File: config.mk
export PLATFORM = sky130hd
export DESIGN_NAME = axi_stream_downsizer_flat
export DESIGN_NICKNAME = d
export VERILOG_FILES = /design/src/rtl/axi_stream_downsizer_pkg.sv /design/src/rtl/axi_stream_downsizer_if.sv /design/src/rtl/axis_slice_finder.sv /design/src/rtl/axi_stream_downsizer.sv /design/src/flat_wrapper.sv
export SDC_FILE = /design/constraint.sdc
export NUM_CORES = 1
export LEC_CHECK = 0
export BUFFER_PORTS_ARGS = -buffer_cell sky130_fd_sc_hd__buf_2
export CORE_MARGIN = 8
export CORE_UTILIZATION = 54
export DETAILED_ROUTE_END_ITERATION = 16
export PLACE_DENSITY = 0.95
export RECOVER_POWER = 25
export SLEW_MARGIN = 20
export SYNTH_ARGS = -nofsm -noshare
export SYNTH_HDL_FRONTEND = slang
export SYNTH_SLANG_ARGS = --single-unit
File: constraint.sdc
create_clock -name clk -period 4.3 [get_ports clk]
set_input_delay 0.215 -clock clk [delete_from_list [all_inputs] [get_ports clk]]
set_output_delay 0.215 -clock clk [all_outputs]
set_load 0.01 [all_outputs]
File: src/rtl/axi_stream_downsizer_pkg.sv
// Shared helpers for the AXI-Stream downsizer: width math, slice-index sizing, FSM states.
// Latency: none (constants and elaboration-time functions only).
// Backpressure: not applicable.
package axi_stream_pkg;

   typedef enum logic {
      ST_EMPTY = 1'b0,
      ST_BUSY  = 1'b1
   } state_t;

   function automatic int clog2(input int value);
      int result;
      result = 0;
      while ((1 << result) < value) result++;
      return result;
   endfunction

   // Guard against a zero output width so a bad configuration still elaborates far
   // enough to hit the width check instead of dividing by zero.
   function automatic int ratio(input int in_bytes, input int out_bytes);
      return (out_bytes > 0) ? (in_bytes / out_bytes) : 1;
   endfunction

   function automatic int idx_width(input int r);
      return (clog2(r) < 1) ? 1 : clog2(r);
   endfunction

   function automatic bit widths_ok(input int in_bytes, input int out_bytes);
      return (out_bytes > 0) && (in_bytes > 0) && ((in_bytes % out_bytes) == 0);
   endfunction

   // Zero-width sidebands are carried as a single bit that is driven to zero.
   function automatic int side_width(input int w);
      return (w > 0) ? w : 1;
   endfunction

endpackage

File: src/rtl/axi_stream_downsizer_if.sv
// AXI4-Stream bundle shared by the wide slave side and the narrow master side.
// Latency: none (wires only).
// Backpressure: tready flows from slave modport to master modport.
interface axi_stream_downsizer_if
   import axi_stream_pkg::*;
#(
   parameter int BYTE_WIDTH = 1,
   parameter int ID_WIDTH   = 0,
   parameter int DEST_WIDTH = 0,
   parameter int USER_WIDTH = 0
);
   localparam int IW = side_width(ID_WIDTH);
   localparam int DW = side_width(DEST_WIDTH);
   localparam int UW = side_width(USER_WIDTH);

   logic                    tvalid;
   logic                    tready;
   logic [8*BYTE_WIDTH-1:0] tdata;
   logic [BYTE_WIDTH-1:0]   tstrb;
   logic [BYTE_WIDTH-1:0]   tkeep;
   logic                    tlast;
   logic [IW-1:0]           tid;
   logic [DW-1:0]           tdest;
   logic [UW-1:0]           tuser;

   modport master (output tvalid, tdata, tstrb, tkeep, tlast, tid, tdest, tuser,
                   input  tready);
   modport slave  (input  tvalid, tdata, tstrb, tkeep, tlast, tid, tdest, tuser,
                   output tready);
endinterface

File: src/rtl/axis_slice_finder.sv
// Finds the lowest, next-above-idx and highest occupied slice of a wide beat.
// Latency: combinational.
// Backpressure: not applicable.
module axis_slice_finder #(
   parameter int RATIO = 4,
   parameter int IDXW  = 2
) (
   input  logic [RATIO-1:0] nz_i,
   input  logic [IDXW-1:0]  idx_i,
   output logic [IDXW-1:0]  first_o,
   output logic [IDXW-1:0]  next_o,
   output logic [IDXW-1:0]  final_o
);
   logic found_first;
   logic found_next;

   // Priority scan; an empty beat reports the top slice so tlast still has a carrier.
   always_comb begin
      first_o     = IDXW'(RATIO - 1);
      next_o      = IDXW'(RATIO - 1);
      final_o     = IDXW'(RATIO - 1);
      found_first = 1'b0;
      found_next  = 1'b0;
      for (int k = 0; k < RATIO; k++) begin
         if (nz_i[k]) begin
            if (!found_first) begin
               first_o     = IDXW'(k);
               found_first = 1'b1;
            end
            if (!found_next && (k > int'(idx_i))) begin
               next_o     = IDXW'(k);
               found_next = 1'b1;
            end
            final_o = IDXW'(k);
         end
      end
   end
endmodule

File: src/rtl/axi_stream_downsizer.sv
// Splits each wide AXI-Stream beat into RATIO little-endian narrow beats (AXIS_DOWNSIZER_NULL_SKIP_EN skips empty slices).
// Latency: first slice valid one cycle after accept; back-to-back wide beats stream with no bubble.
// Backpressure: outputs hold while m.tready is low; s.tready only on EMPTY or on the consumed final slice.
module axi_stream_downsizer
   import axi_stream_pkg::*;
#(
   parameter int IN_BYTE_WIDTH  = 4,
   parameter int OUT_BYTE_WIDTH = 1,
   parameter int ID_WIDTH       = 0,
   parameter int DEST_WIDTH     = 0,
   parameter int USER_WIDTH     = 0
) (
   input  logic                  clk,
   input  logic                  reset,
   axi_stream_downsizer_if.slave  s,
   axi_stream_downsizer_if.master m
);
   localparam int RATIO = ratio(IN_BYTE_WIDTH, OUT_BYTE_WIDTH);
   localparam int IDXW  = idx_width(RATIO);
   localparam int OBW   = 8 * OUT_BYTE_WIDTH;
   localparam int IW    = side_width(ID_WIDTH);
   localparam int DW    = side_width(DEST_WIDTH);
   localparam int UW    = side_width(USER_WIDTH);
   localparam logic [IDXW-1:0] LAST_IDX = IDXW'(RATIO - 1);

   if (!widths_ok(IN_BYTE_WIDTH, OUT_BYTE_WIDTH)) begin : g_bad_widths
      $error("IN_BYTE_WIDTH must be a nonzero multiple of a nonzero OUT_BYTE_WIDTH");
   end

   state_t                     state_q;
   logic [IDXW-1:0]            idx_q;
   logic [8*IN_BYTE_WIDTH-1:0] h_dat_q;
   logic [IN_BYTE_WIDTH-1:0]   h_strb_q;
   logic [IN_BYTE_WIDTH-1:0]   h_keep_q;
   logic                       h_last_q;
   logic [IW-1:0]              h_id_q;
   logic [DW-1:0]              h_dest_q;
   logic [UW-1:0]              h_user_q;

   logic [IDXW-1:0] first_idx;
   logic [IDXW-1:0] next_idx;
   logic [IDXW-1:0] final_idx;
   logic            drop_beat;
   logic            is_final;
   logic            s_rdy;
   logic            s_acc;
   logic            m_xfer;

`ifdef AXIS_DOWNSIZER_NULL_SKIP_EN
   logic [RATIO-1:0] in_nz;
   logic [RATIO-1:0] h_nz;
   logic [IDXW-1:0]  unused_in_next;
   logic [IDXW-1:0]  unused_in_final;
   logic [IDXW-1:0]  unused_h_first;

   // A slice is occupied when any of its keep bits is set.
   always_comb begin
      in_nz = '0;
      h_nz  = '0;
      for (int k = 0; k < RATIO; k++) begin
         in_nz[k] = |s.tkeep[k*OUT_BYTE_WIDTH +: OUT_BYTE_WIDTH];
         h_nz[k]  = |h_keep_q[k*OUT_BYTE_WIDTH +: OUT_BYTE_WIDTH];
      end
   end

   // Incoming beat decides where emission starts.
   axis_slice_finder #(.RATIO(RATIO), .IDXW(IDXW)) u_in_finder (
      .nz_i    (in_nz),
      .idx_i   ({IDXW{1'b0}}),
      .first_o (first_idx),
      .next_o  (unused_in_next),
      .final_o (unused_in_final)
   );

   // Held beat decides where emission advances to and where it stops.
   axis_slice_finder #(.RATIO(RATIO), .IDXW(IDXW)) u_h_finder (
      .nz_i    (h_nz),
      .idx_i   (idx_q),
      .first_o (unused_h_first),
      .next_o  (next_idx),
      .final_o (final_idx)
   );

   // Empty non-terminal beats carry nothing worth emitting.
   assign drop_beat = ~(|in_nz) & ~s.tlast;
`else
   assign first_idx = '0;
   assign next_idx  = idx_q + 1'b1;
   assign final_idx = LAST_IDX;
   assign drop_beat = 1'b0;
`endif

   assign is_final = (idx_q == final_idx);
   assign s_rdy    = !reset && ((state_q == ST_EMPTY) || (m.tready && is_final));
   assign s_acc    = s.tvalid && s_rdy;
   assign m_xfer   = (state_q == ST_BUSY) && m.tready;

   // Holding register, slice index and EMPTY/BUSY state; a final-slice transfer with a
   // simultaneous accept reloads directly so wide beats stream without a bubble.
   always_ff @(posedge clk) begin
      if (reset) begin
         state_q  <= ST_EMPTY;
         idx_q    <= '0;
         h_dat_q  <= '0;
         h_strb_q <= '0;
         h_keep_q <= '0;
         h_last_q <= 1'b0;
         h_id_q   <= '0;
         h_dest_q <= '0;
         h_user_q <= '0;
      end else if (s_acc) begin
         h_dat_q  <= s.tdata;
         h_strb_q <= s.tstrb;
         h_keep_q <= s.tkeep;
         h_last_q <= s.tlast;
         h_id_q   <= (ID_WIDTH   > 0) ? s.tid   : '0;
         h_dest_q <= (DEST_WIDTH > 0) ? s.tdest : '0;
         h_user_q <= (USER_WIDTH > 0) ? s.tuser : '0;
         idx_q    <= first_idx;
         state_q  <= drop_beat ? ST_EMPTY : ST_BUSY;
      end else if (m_xfer) begin
         if (is_final) begin
            state_q <= ST_EMPTY;
         end else begin
            idx_q <= next_idx;
         end
      end
   end

   assign s.tready = s_rdy;
   assign m.tvalid = (state_q == ST_BUSY);
   assign m.tdata  = h_dat_q[idx_q*OBW +: OBW];
   assign m.tstrb  = h_strb_q[idx_q*OUT_BYTE_WIDTH +: OUT_BYTE_WIDTH];
   assign m.tkeep  = h_keep_q[idx_q*OUT_BYTE_WIDTH +: OUT_BYTE_WIDTH];
   assign m.tlast  = h_last_q && is_final;
   assign m.tid    = h_id_q;
   assign m.tdest  = h_dest_q;
   assign m.tuser  = h_user_q;

endmodule

File: src/flat_wrapper.sv
// flat-port wrapper written by rule: the top's interface ports become plain ports
module axi_stream_downsizer_flat import axi_stream_pkg::*;
#(
   parameter int IN_BYTE_WIDTH  = 4,
   parameter int OUT_BYTE_WIDTH = 1,
   parameter int ID_WIDTH       = 0,
   parameter int DEST_WIDTH     = 0,
   parameter int USER_WIDTH     = 0
)
  (clk, reset, s_tvalid, s_tdata, s_tstrb, s_tkeep, s_tlast, s_tid, s_tdest, s_tuser, s_tready, m_tvalid, m_tdata, m_tstrb, m_tkeep, m_tlast, m_tid, m_tdest, m_tuser, m_tready);
  axi_stream_downsizer_if #(.BYTE_WIDTH(4), .ID_WIDTH(ID_WIDTH), .DEST_WIDTH(DEST_WIDTH), .USER_WIDTH(USER_WIDTH)) s_i ();
  axi_stream_downsizer_if #(.BYTE_WIDTH(1), .ID_WIDTH(ID_WIDTH), .DEST_WIDTH(DEST_WIDTH), .USER_WIDTH(USER_WIDTH)) m_i ();
  input  logic clk;
  input  logic reset;
  input wire logic [$bits(s_i.tvalid)-1:0] s_tvalid;
  input wire logic [$bits(s_i.tdata)-1:0] s_tdata;
  input wire logic [$bits(s_i.tstrb)-1:0] s_tstrb;
  input wire logic [$bits(s_i.tkeep)-1:0] s_tkeep;
  input wire logic [$bits(s_i.tlast)-1:0] s_tlast;
  input wire logic [$bits(s_i.tid)-1:0] s_tid;
  input wire logic [$bits(s_i.tdest)-1:0] s_tdest;
  input wire logic [$bits(s_i.tuser)-1:0] s_tuser;
  output wire logic [$bits(s_i.tready)-1:0] s_tready;
  output wire logic [$bits(m_i.tvalid)-1:0] m_tvalid;
  output wire logic [$bits(m_i.tdata)-1:0] m_tdata;
  output wire logic [$bits(m_i.tstrb)-1:0] m_tstrb;
  output wire logic [$bits(m_i.tkeep)-1:0] m_tkeep;
  output wire logic [$bits(m_i.tlast)-1:0] m_tlast;
  output wire logic [$bits(m_i.tid)-1:0] m_tid;
  output wire logic [$bits(m_i.tdest)-1:0] m_tdest;
  output wire logic [$bits(m_i.tuser)-1:0] m_tuser;
  input wire logic [$bits(m_i.tready)-1:0] m_tready;
  assign s_i.tvalid = s_tvalid;
  assign s_i.tdata = s_tdata;
  assign s_i.tstrb = s_tstrb;
  assign s_i.tkeep = s_tkeep;
  assign s_i.tlast = s_tlast;
  assign s_i.tid = s_tid;
  assign s_i.tdest = s_tdest;
  assign s_i.tuser = s_tuser;
  assign s_tready = s_i.tready;
  assign m_tvalid = m_i.tvalid;
  assign m_tdata = m_i.tdata;
  assign m_tstrb = m_i.tstrb;
  assign m_tkeep = m_i.tkeep;
  assign m_tlast = m_i.tlast;
  assign m_tid = m_i.tid;
  assign m_tdest = m_i.tdest;
  assign m_tuser = m_i.tuser;
  assign m_i.tready = m_tready;
  axi_stream_downsizer #(.IN_BYTE_WIDTH(IN_BYTE_WIDTH), .OUT_BYTE_WIDTH(OUT_BYTE_WIDTH), .ID_WIDTH(ID_WIDTH), .DEST_WIDTH(DEST_WIDTH), .USER_WIDTH(USER_WIDTH)) u_core (.clk(clk), .reset(reset), .s(s_i), .m(m_i));
endmodule
==> results.toml <==
[global_routing]
grt_pass1_wl_um = 6730
grt_pass1_vias = 1542
overflow = 0
grt_usage = 0.136
antenna_found_initial = 0
grt_max_degree = 47

[min_path]
hold_class = "in2reg"

[die]
ioPinCount = 64
start_util = 0.561
num_rows = 22
core_area_um2 = 3630
dieWidth_um = 77.4
dieHeight_um = 77.4
die_area_um2 = 6000

[pwr]
leakagePower_uw = 0.00101
p_per_area_nw_per_um2 = 348
ir_drop_mv = 0.274

[critical_path]
slowest_delay_ps = 820
cp.required_ps = 4480
path_max_fanout = 25
start_kind = "register"
crit_slowest_cell = "nor3b_4"
path_cells = "ha_1 -> a21boi_0 -> nor3b_4 -> buf_12 -> mux2_2"
crit_arrival_ps = 3020
endpoint_kind = "register"
critical_path_class = "reg2reg"

[route]
remaining_drc_errors = 0
viasPerCell = 5.06
dr.pass1.iters = 4
num_vias = 1341
drt-initial-drc-count = 81
wl_um = 3930
ant_nets = 0
avgRoutedWirePerCell_um = 14.8

[finish]
drive_gt1_frac = 0.475
fin_nets = 265
area_delta_synth_final_pct = 16.1
diodes = 0
final_cell_mix = "buf_2, dfxtp_1, nor2b_1, mux2_2, clkbuf_1"
multiInputGateArea_um2 = 1050
fin_area_um2 = 2370
nFillCells = 313
seq_area_um2 = 881

[clock_network]
clkSinkCount = 44
cts.path.max_buffers = 2
post_cts_buffers = 0
cts.reportedPaths.clkPinSlew_ps = 80
htree_levels = 2
clk_root_buffer_cell = "clkbuf_8"
cts_inserted_buffers = 5
clk_latency_ps = 290
cts_hold_buf = 0
tritoncts = "yes"
postCtsResizedCells = 0

[timing]
setup_viol = 0
fmax_ghz = 0.353
min_period_ps = 2840
fin_skew_ps = 3.05
finalHoldViolCount = 0
slew_viol_final = 0
worst_pin_slew_ps = 958
slew_headroom = 0.361
finalCritPeriodShare = 0.660
rsz0062_at_grt = "no"
setup_tns_ps = 0

[synth]
synth.top_cell.area_share = 0.432
synth_fa_ha_area_frac = 0.00614
synth_top_family_by_area = "multiplexers"
synth_seq_area_share = 0.432
synth-xor-area-share = 0.00430
synth.avg_cell_area_um2 = 12.5
synth_compound_area_frac = 0.00921
synthTopCellsByArea = "dfxtp_1, mux2_2, nor2b_1, mux4_2, buf_6"
synth.largest_area_cell = "dfxtp_1"
synthMuxAreaShare = 0.342
synthSimpleGateAreaFrac = 0.152
ys_warn_count = 0
synth_edf_count = 0
synth_seq_cells = 44
synth_area_um2 = 2040
synth_cell_type_count = 19
netlist_instances = 163
ys.flop_type = "dfxtp_1"
ys_async_sr_fraction = 0

[flow_run]
cap_violations = 0

[placed_design]
place_area_um2 = 2300
port_buffers = 57
gp_congestion = 0.681
dpl.hpwl_um = 2910

[status]
status = "completed"
cells by family after synthesis:
| kind of cell | after synthesis |
|---|---|
| other cells | 1 |
| fa+ha+maj | 1 |
| simple gates | 49 |
| compound gates | 1 |
| flops | 44 |
| mux | 52 |
| xor+xnor | 1 |
| buf+inv | 14 |
synthesized netlist by cell type (all sizes together), types with 2 or more instances:
cell    instances
nor2b          41
mux4           10
dfxtp          44
clkbuf          5
mux2           41
buf             9
nor2            3
nor3            2
path summary, 6_finish.rpt:
| kind | end | depth (start not counted) | slack [ps] | start |
|---|---|---|---|---|
| worst max-delay path | u_core.h_strb_q[3] | 5 | 1460 | u_core.idx_q[0] |
| worst min register to register | u_core.h_strb_q[2] | 2 | 600 | u_core.h_strb_q[2] |
| worst max register to register | u_core.h_strb_q[3] | 5 | 1460 | u_core.idx_q[0] |
| worst min-delay path | u_core.h_dat_q[18] | 2 | 150 | s_tdata[18] |
state kept, by name, indices dropped and copies added, names as in the netlist:
| name | cells |
|---|---|
| u_core.m.tvalid | 1 |
| u_core.h_dat_q | 32 |
| u_core.h_strb_q | 4 |
| u_core.h_last_q | 1 |
| u_core.h_keep_q | 4 |
| u_core.idx_q | 2 |
metrics by stage:
step | setup WS, ps | utilization | std cells | total power, µW | hold slack (ps)
6_report | 1460 | 0.652 | 265 | 823 | 147
3_5_place_dp | 1530 | 0.634 | 257 | 580 | 446
3_3_place_gp | 1560 | 0.634 | 257 | 575 | 441
5_1_grt | 1210 | 0.652 | 265 | 864 | 136
2_1_floorplan | 2680 | - | 165 | 542 | 336
4_1_cts | 1520 | 0.659 | 265 | 837 | 140
metal layers:
layer	up-vias	part of all wire	GRT usage
li1	661	-	-
met4	0	0.0048	0.0283
met5	-	0	0
met1	633	0.43	0.147
met2	45	0.48	0.235
met3	2	0.084	0.0680
area by class of cell:
class | count | share of cell area
clock buffers | 8 | 0.0381
well taps | 48 | 0.0254
repair buffers | 58 | 0.122
flip-flops and latches | 44 | 0.372
multi-input cells | 107 | 0.442
power breakdown:
part           leakage, µW  switching [µW]  internal (µW)
sequential        0.000362            15.9            436
clock            0.0000455             127            131
combinational     0.000602            43.3           69.5
critical path, delay by kind of cell (launching register included):
kind / cells / cell delay (ps)
flip-flops: 1 / 790
multiplexers: 1 / 360
buffers and inverters: 1 / 270
adder cells (fa/ha/maj): 1 / 290
AND/OR/NAND/NOR: 1 / 820
AO/OA/AOI/OAI: 1 / 180
(Power assumes the default switching activity.)
